<file path="src/rtl/gpr_mp_if.sv">
// Bus bundle for gpr_mp: read ports, both writeback ports, load reservations
// and scoreboard status.
`timescale 1ns/1ps
interface gpr_mp_if #(
   parameter int W  = 32,
   parameter int AW = 5,
   parameter int NR = 2
);
   logic [NR*AW-1:0] ra;
   logic [NR*W-1:0]  rdata;
   logic [NR-1:0]    rbusy;
   logic [AW-1:0]    wa0;
   logic [W-1:0]     wd0;
   logic             we0;
   logic [AW-1:0]    wa1;
   logic [W-1:0]     wd1;
   logic             we1;
   logic             rsv_en;
   logic [AW-1:0]    rsv_addr;
   logic [AW:0]      pend_cnt;
   logic             sb_err;

   modport master (
      output ra, wa0, wd0, we0, wa1, wd1, we1, rsv_en, rsv_addr,
      input  rdata, rbusy, pend_cnt, sb_err
   );

   modport slave (
      input  ra, wa0, wd0, we0, wa1, wd1, we1, rsv_en, rsv_addr,
      output rdata, rbusy, pend_cnt, sb_err
   );
endinterface

</file>
<file path="src/rtl/gpr_mp.sv">
// Two-write / NR-read register file with writeback forwarding and a
// scoreboard of registers still waiting on load data.
`timescale 1ns/1ps
module gpr_mp #(
   parameter int W        = 32,
   parameter int AW       = 5,
   parameter int NR       = 2,
   parameter int ZERO_REG = 1
) (
   input  logic     clk,
   input  logic     rst,
   gpr_mp_if.slave  bus
);
   localparam int DEPTH = 2**AW;
   localparam bit ZR    = (ZERO_REG != 0);

   logic [W-1:0]     mem [DEPTH];
   logic [DEPTH-1:0] pending;
   logic [DEPTH-1:0] pend_nxt;
   logic [AW:0]      pend_cnt_q;
   logic             sb_err_q;

   logic wr0_ok, wr1_ok, rsv_ok, rsv_rel_same, inc, dec, err_now;

   always_comb begin
      wr0_ok       = bus.we0 && !(ZR && bus.wa0 == '0);
      wr1_ok       = bus.we1 && !(ZR && bus.wa1 == '0);
      rsv_ok       = bus.rsv_en && !(ZR && bus.rsv_addr == '0);
      rsv_rel_same = bus.we1 && bus.wa1 == bus.rsv_addr;
      inc          = rsv_ok && !pending[bus.rsv_addr];
      dec          = bus.we1 && pending[bus.wa1] && !(rsv_ok && rsv_rel_same);
      err_now      = (rsv_ok && pending[bus.rsv_addr] && !rsv_rel_same)
                  || (bus.we0 && pending[bus.wa0])
                  || (bus.we1 && !pending[bus.wa1]);
   end

   // a reservation landing on the address being released keeps it pending
   always_comb begin
      pend_nxt = pending;
      if (bus.we1) pend_nxt[bus.wa1] = 1'b0;
      if (rsv_ok)  pend_nxt[bus.rsv_addr] = 1'b1;
   end

   always_ff @(posedge clk) begin
      if (!rst) begin
         for (int i = 0; i < DEPTH; i++) mem[i] <= '0;
         pending    <= '0;
         pend_cnt_q <= '0;
         sb_err_q   <= 1'b0;
      end else begin
         if (wr0_ok) mem[bus.wa0] <= bus.wd0;
         if (wr1_ok) mem[bus.wa1] <= bus.wd1;
         pending    <= pend_nxt;
         pend_cnt_q <= pend_cnt_q + (AW+1)'(inc) - (AW+1)'(dec);
         if (err_now) sb_err_q <= 1'b1;
      end
   end

   logic [NR*W-1:0] rdata_c;
   logic [NR-1:0]   rbusy_c;

   always_comb begin : rd_ports
      logic [AW-1:0] ra_i;
      rdata_c = '0;
      rbusy_c = '0;
      ra_i    = '0;
      for (int i = 0; i < NR; i++) begin
         ra_i = bus.ra[i*AW +: AW];
         if (!rst || (ZR && ra_i == '0))
            rdata_c[i*W +: W] = '0;
         else if (bus.we1 && bus.wa1 == ra_i)
            rdata_c[i*W +: W] = bus.wd1;
         else if (bus.we0 && bus.wa0 == ra_i)
            rdata_c[i*W +: W] = bus.wd0;
         else
            rdata_c[i*W +: W] = mem[ra_i];
         rbusy_c[i] = rst && pending[ra_i] && !(bus.we1 && bus.wa1 == ra_i);
      end
   end

   assign bus.rdata    = rdata_c;
   assign bus.rbusy    = rbusy_c;
   assign bus.pend_cnt = pend_cnt_q;
   assign bus.sb_err   = sb_err_q;
endmodule

</file>
<file path="src/flat_wrapper.sv">
// flat-port wrapper written by rule: the top's interface ports become plain ports
module gpr_mp_flat 
#(
   parameter int W        = 32,
   parameter int AW       = 5,
   parameter int NR       = 2,
   parameter int ZERO_REG = 1
)
  (clk, rst, bus_ra, bus_wa0, bus_wd0, bus_we0, bus_wa1, bus_wd1, bus_we1, bus_rsv_en, bus_rsv_addr, bus_rdata, bus_rbusy, bus_pend_cnt, bus_sb_err);
  gpr_mp_if #(.W(W), .AW(AW), .NR(NR)) bus_i ();
  input  logic clk;
  input  logic rst;
  input wire logic [$bits(bus_i.ra)-1:0] bus_ra;
  input wire logic [$bits(bus_i.wa0)-1:0] bus_wa0;
  input wire logic [$bits(bus_i.wd0)-1:0] bus_wd0;
  input wire logic [$bits(bus_i.we0)-1:0] bus_we0;
  input wire logic [$bits(bus_i.wa1)-1:0] bus_wa1;
  input wire logic [$bits(bus_i.wd1)-1:0] bus_wd1;
  input wire logic [$bits(bus_i.we1)-1:0] bus_we1;
  input wire logic [$bits(bus_i.rsv_en)-1:0] bus_rsv_en;
  input wire logic [$bits(bus_i.rsv_addr)-1:0] bus_rsv_addr;
  output wire logic [$bits(bus_i.rdata)-1:0] bus_rdata;
  output wire logic [$bits(bus_i.rbusy)-1:0] bus_rbusy;
  output wire logic [$bits(bus_i.pend_cnt)-1:0] bus_pend_cnt;
  output wire logic [$bits(bus_i.sb_err)-1:0] bus_sb_err;
  assign bus_i.ra = bus_ra;
  assign bus_i.wa0 = bus_wa0;
  assign bus_i.wd0 = bus_wd0;
  assign bus_i.we0 = bus_we0;
  assign bus_i.wa1 = bus_wa1;
  assign bus_i.wd1 = bus_wd1;
  assign bus_i.we1 = bus_we1;
  assign bus_i.rsv_en = bus_rsv_en;
  assign bus_i.rsv_addr = bus_rsv_addr;
  assign bus_rdata = bus_i.rdata;
  assign bus_rbusy = bus_i.rbusy;
  assign bus_pend_cnt = bus_i.pend_cnt;
  assign bus_sb_err = bus_i.sb_err;
  gpr_mp #(.W(W), .AW(AW), .NR(NR), .ZERO_REG(ZERO_REG)) u_core (.clk(clk), .rst(rst), .bus(bus_i));
endmodule
</file>
<file path="config.mk">
export PLATFORM = sky130hd
export DESIGN_NAME = gpr_mp_flat
export DESIGN_NICKNAME = d
export VERILOG_FILES = /design/src/rtl/gpr_mp_if.sv /design/src/rtl/gpr_mp.sv /design/src/flat_wrapper.sv
export SDC_FILE = /design/constraint.sdc
export NUM_CORES = 2
export LEC_CHECK = 0
export ABC_CLOCK_PERIOD_IN_PS = 4400
export BUFFER_PORTS_ARGS = -buffer_cell sky130_fd_sc_hd__buf_2
export CAP_MARGIN = 20
export CORE_ASPECT_RATIO = 0.7
export CORE_MARGIN = 2
export CORE_UTILIZATION = 58
export CTS_CLUSTER_SIZE = 25
export DETAILED_ROUTE_END_ITERATION = 7
export PLACE_DENSITY = 0.87
export SLEW_MARGIN = 10
export SYNTH_ARGS = -nofsm -noshare
export SYNTH_HDL_FRONTEND = slang
export SYNTH_SLANG_ARGS = --single-unit
</file>
<file path="constraint.sdc">
create_clock -name clk -period 4.4 [get_ports clk]
set_input_delay 0.44 -clock clk [delete_from_list [all_inputs] [get_ports clk]]
set_output_delay 0.44 -clock clk [all_outputs]
set_load 0.02 [all_outputs]
</file>
# == Word-level counts from Yosys, hierarchy flattened ==
# Memories as Yosys holds them, arrays and structs flattened.
# Cells that the tools add are included.
# word_totals
reg_bits,39
mem_bits_rw,1024
input_bits,94
output_inout_bits,73
n_memories,1
# op_classes
n_addsub,2
magnitude_cmp,7
n_eq_ne,5
n_mux,35
bitwise,3
reduce_logical,43
# memory_table
name,depth,word_bits,read_ports,rd_ports_with_merged_regs,wr,line,text
u_core.mem,32,32,2,0,32,gpr_mp.sv:17,logic [W-1:0] mem [DEPTH];
# op_table
operator,count
$mux 32,10
$reduce_or 32->1,2
$and 32x32->32,1
$not 32->32,1
$or 32x32->32,1
$lt 5x6->1 const B,5
$bmux 1 s5,5
$eq 5x5->1,5
$logic_not 5->1,5
$logic_and 1x1->1,22
$mux 1,16
$demux 1 s5,2
$ge 5x1->1 const B,2
$logic_not 1->1,10
$mux 5,2
$add 6x1->6,1
$sub 6x1->6,1
$logic_or 1x1->1,4

# == Logic depth before layout (Yosys ltp) ==
# logic_depth
ltp_word,9
mapped_depth,16

# == Worst setup path after synthesis ==
# OpenSTA, ideal clock, no wires.
# synth_path
path_type,input-to-reg
start,input port rst
end,memory u_core.mem[16][0] (enable)
arrival_time_ps,3676
setup_slack_ps,259
cell_stages,5
path_buffers,2
cell_sequence,buf_2 nand2_1 or4_1 buf_2 o21ai_0
# synth_lines
item,line,text
"start, declared",flat_wrapper.sv:12,input logic rst;
"end, declared",gpr_mp.sv:17,

# == Worst setup path after layout ==
# layout_path
start,input port bus_ra[1]
end,output port bus_rdata[22]
# layout_via
elab_chain_len,5
elab_cells_between_ends,10
classes_between,eq/ne (2); mux (3); reduce/logical (4); memory (1)
# layout_lines
item,line,text
"start, declared",flat_wrapper.sv:13,input wire logic [$bits(bus_i.ra)-1:0] bus_ra;
"parallel branches: the longest is 4 deep, another holds $mem_v2 32x32",-,
$mux 32 (*),gpr_mp.sv:69,if (!rst || (ZR && ra_i == '0))
"end, declared",flat_wrapper.sv:22,output wire logic [$bits(bus_i.rdata)-1:0] bus_rdata;
# Mark *: on every way between the ends.

==> impl_metrics.ini <==
[cells_and_area]
fin_nets = 4763
multi_input_area_sq_mm = 0.0292
final_area_sq_mm = 0.0693
nFillCells = 7467
regArea_sq_mm = 0.0315
final_layout_size_suffix_gt1_frac = 0.217
syn_to_final_growth_pct = 9.51

[power]
leakage_uw = 0.0244
p_total_uw = 25200
power_density_mw_per_mm2 = 364
peakVddDrop_mv = 0.343

[synthesis]
yosysMostFrequentCell = a22o_1
synth_top_family_by_area = compound AO/OA/AOI/OAI gates
ys_warn_count = 0
synth_top_cell_by_area = edfxtp_1
synth-simple-area-share = 0.0338
synth_edf_count = 1024
async_flop_share = 0
dominantRegCellSynth = edfxtp_1
synth_area_sq_mm = 0.0632
seq_area_frac_synth = 0.499
synthCells = 4869
ys_types = 66
synth_fa_ha_area_frac = 0.00150
synth_mux_area_frac = 0.190
synth_top_area_frac = 0.486
synth_compound_area_frac = 0.222
synthXorXnorAreaFrac = 0.00415
synth.area.top_cells = edfxtp_1, a22o_1, mux4_2
yosys-top-cells-count = a22o_1, edfxtp_1, mux2i_1
synth-seq-cells = 1063
syn_avg_cell_area_sq_um = 13.0

[critical_path]
cp.arrival_ns = 3.69
r2r_start = u_core.pending[23]
critical_path_class = input port to primary output
required_ns = 3.96
ff2ff_path_depth = 14
end_kind = primary output
r2r-end = u_core.bus.pend_cnt[4]
path_cells = buf_6, or2_4, buf_12, o221ai_1, o221ai_1, o21ai_0, a31o_2, buf_2
crit_family = compound AO/OA/AOI/OAI gates
slowest_delay_ns = 0.70
crit_fanout = 50
r2r_setup_slack_ns = 1.15
start_kind = input port
cp_common_cell = o221ai_1
path_buf_inv = 3
slowest_stage = o221ai_1

[timing]
max_slew_margin = 0.177
final_max_slew_viol_count = 0
setup_tns_ns = 0
fin_crit_ns = 4.13
finalSetupViolCount = 0
rsz0062_at_grt = false
tightest_slew_ns = 1.23
fmax_ghz = 0.242
final_hold_viol_count = 0
finalClockSkew_ns = 0.0169
hold_slack_ns = 0.114
fin_crit_sh = 0.938

[die]
start_util = 0.584
core_sq_mm = 0.108
io_pins = 167
die_y_um = 280
dieArea_sq_mm = 0.112
rows = 101
die_x_um = 399

[drt]
drt_wl_total_um = 264000
met2RoutedLength_um = 100000
dr_wl_met3_um = 57900
drt_pass1_iterations = 8
drt_iter0_markers = 13200
vias = 55200
wl_per_cell_um = 42.5
wl_met1_um = 78600
dr.max_layer_used = met5
antenna_left = 0
drc = 77
viasPerCell = 8.89

[cts]
cts_hold_buf = 0
cts_tree = done
ctsResizeCount = 0
clk_pin_slew_ns = 0.07
numCtsBuffers = 103
clock_path_buffers = 3
cts-root-buf = clkbuf_16
clkLatencyLatePin_ns = 0.78
post-cts-setup-buffers = 0
cts_sinks = 1063
htree_num_levels = 3

[run]
max_cap_viol_count = 0

[global_routing]
track_usage = 0.460
antenna_found_initial = 17
grt_pass1_vias = 53100
grt_remaining_overflow = 0
grt_max_degree = 125
grt_pass1_wl_um = 368000

[min_path]
worstHoldStart = rst
holdPathStages = 2
hold_end = u_core.pending[0]
hold_path.class = input port to register

[place]
hpwl_um = 151000
gp_congestion = 1.01
portBuffers = 166
dpl_cell_area_sq_mm = 0.0659

[run_status]
violations = DRC
outcome = finished with violations
layer usage:
layer | GRT usage | vias up
met5 | 0.0196 | -
met1 | 0.546 | 25800
met2 | 0.597 | 7378
met3 | 0.289 | 2237
met4 | 0.336 | 22
li1 | - | 19800
final cells by class:
type | instances | share of cell area
sequential | 1063 | 0.455
multi-input combinational | 3084 | 0.422
timing repair buffer | 393 | 0.0464
clock buffer | 131 | 0.0397
tap | 1442 | 0.0260
clock inverter | 59 | 0.00892
inverter | 17 | 0.000957
antenna | 16 | 0.000578
where the power goes:
group          internal (uW)  switching, uW  total (uW)
Combinational           1340           2600        3930
Clock                   4980           4260        9240
Sequential             11700            365       12100
Total                  18000           7220       25200
sequential cells by signal, summed over array words and instances (netlist names):
register	cells
u_core.bus.pend_cnt	6
u_core.pending	32
u_core.bus.sb_err	1
u_core.mem	1024
worst max path at each step:
stage          startpoint                     end  cells after the start
2_1_floorplan         rst       u_core.mem[16][0]                      5
3_3_place_gp   bus_wa1[0]  u_core.bus.pend_cnt[4]                     17
3_5_place_dp   bus_wa1[0]  u_core.bus.pend_cnt[4]                     17
4_1_cts         bus_ra[7]           bus_rdata[40]                      8
5_1_grt         bus_ra[1]           bus_rdata[22]                      8
6_report        bus_ra[1]           bus_rdata[22]                      8
worst register-to-register path, cell delays in order, from the launching register on:
cell and delay, ns:
dfxtp_1 0.37, mux4_2 0.47, nor2b_1 0.14, nor4_1 0.47, a31oi_1 0.20, ha_1 0.32
inv_1 0.06, ha_1 0.15, inv_1 0.07, fa_1 0.43, inv_1 0.07, a21o_1 0.11
a21oi_1 0.07, xor2_1 0.14, nor2_1 0.05
cell usage in the layout (no fill, tap or decap), drive strengths merged, types with 75 or more instances in the layout:
cell	synthesis	final
a22o	1055	1055
buf	284	393
clkbuf	452	131
o221ai	219	219
o21ai	130	130
a21oi	162	162
nand2	136	136
nor2	82	82
mux4	292	292
edfxtp	1024	1024
mux2i	460	460
o22ai	99	99
nor3	75	75
per-stage QoR:
step | cells | util | setup slack [ns]
floorplan | 4900 | - | 0.259
global placement | 5998 | 0.608 | 0.675
detailed placement | 5999 | 0.608 | 0.687
CTS | 6189 | 0.639 | 0.748
global route | 6197 | 0.639 | 0.405
finish | 6205 | 0.640 | 0.273
cells by family after synthesis:
logic type,count (synthesis)
AO/OA/AOI/OAI,1765
XOR/XNOR,30
adder cells (fa/ha/maj),7
buffers and inverters,753
flip-flops,1063
multiplexers,824
other,1
AND/OR/NAND/NOR,426
Note: power is estimated with default switching activity, not from simulation.
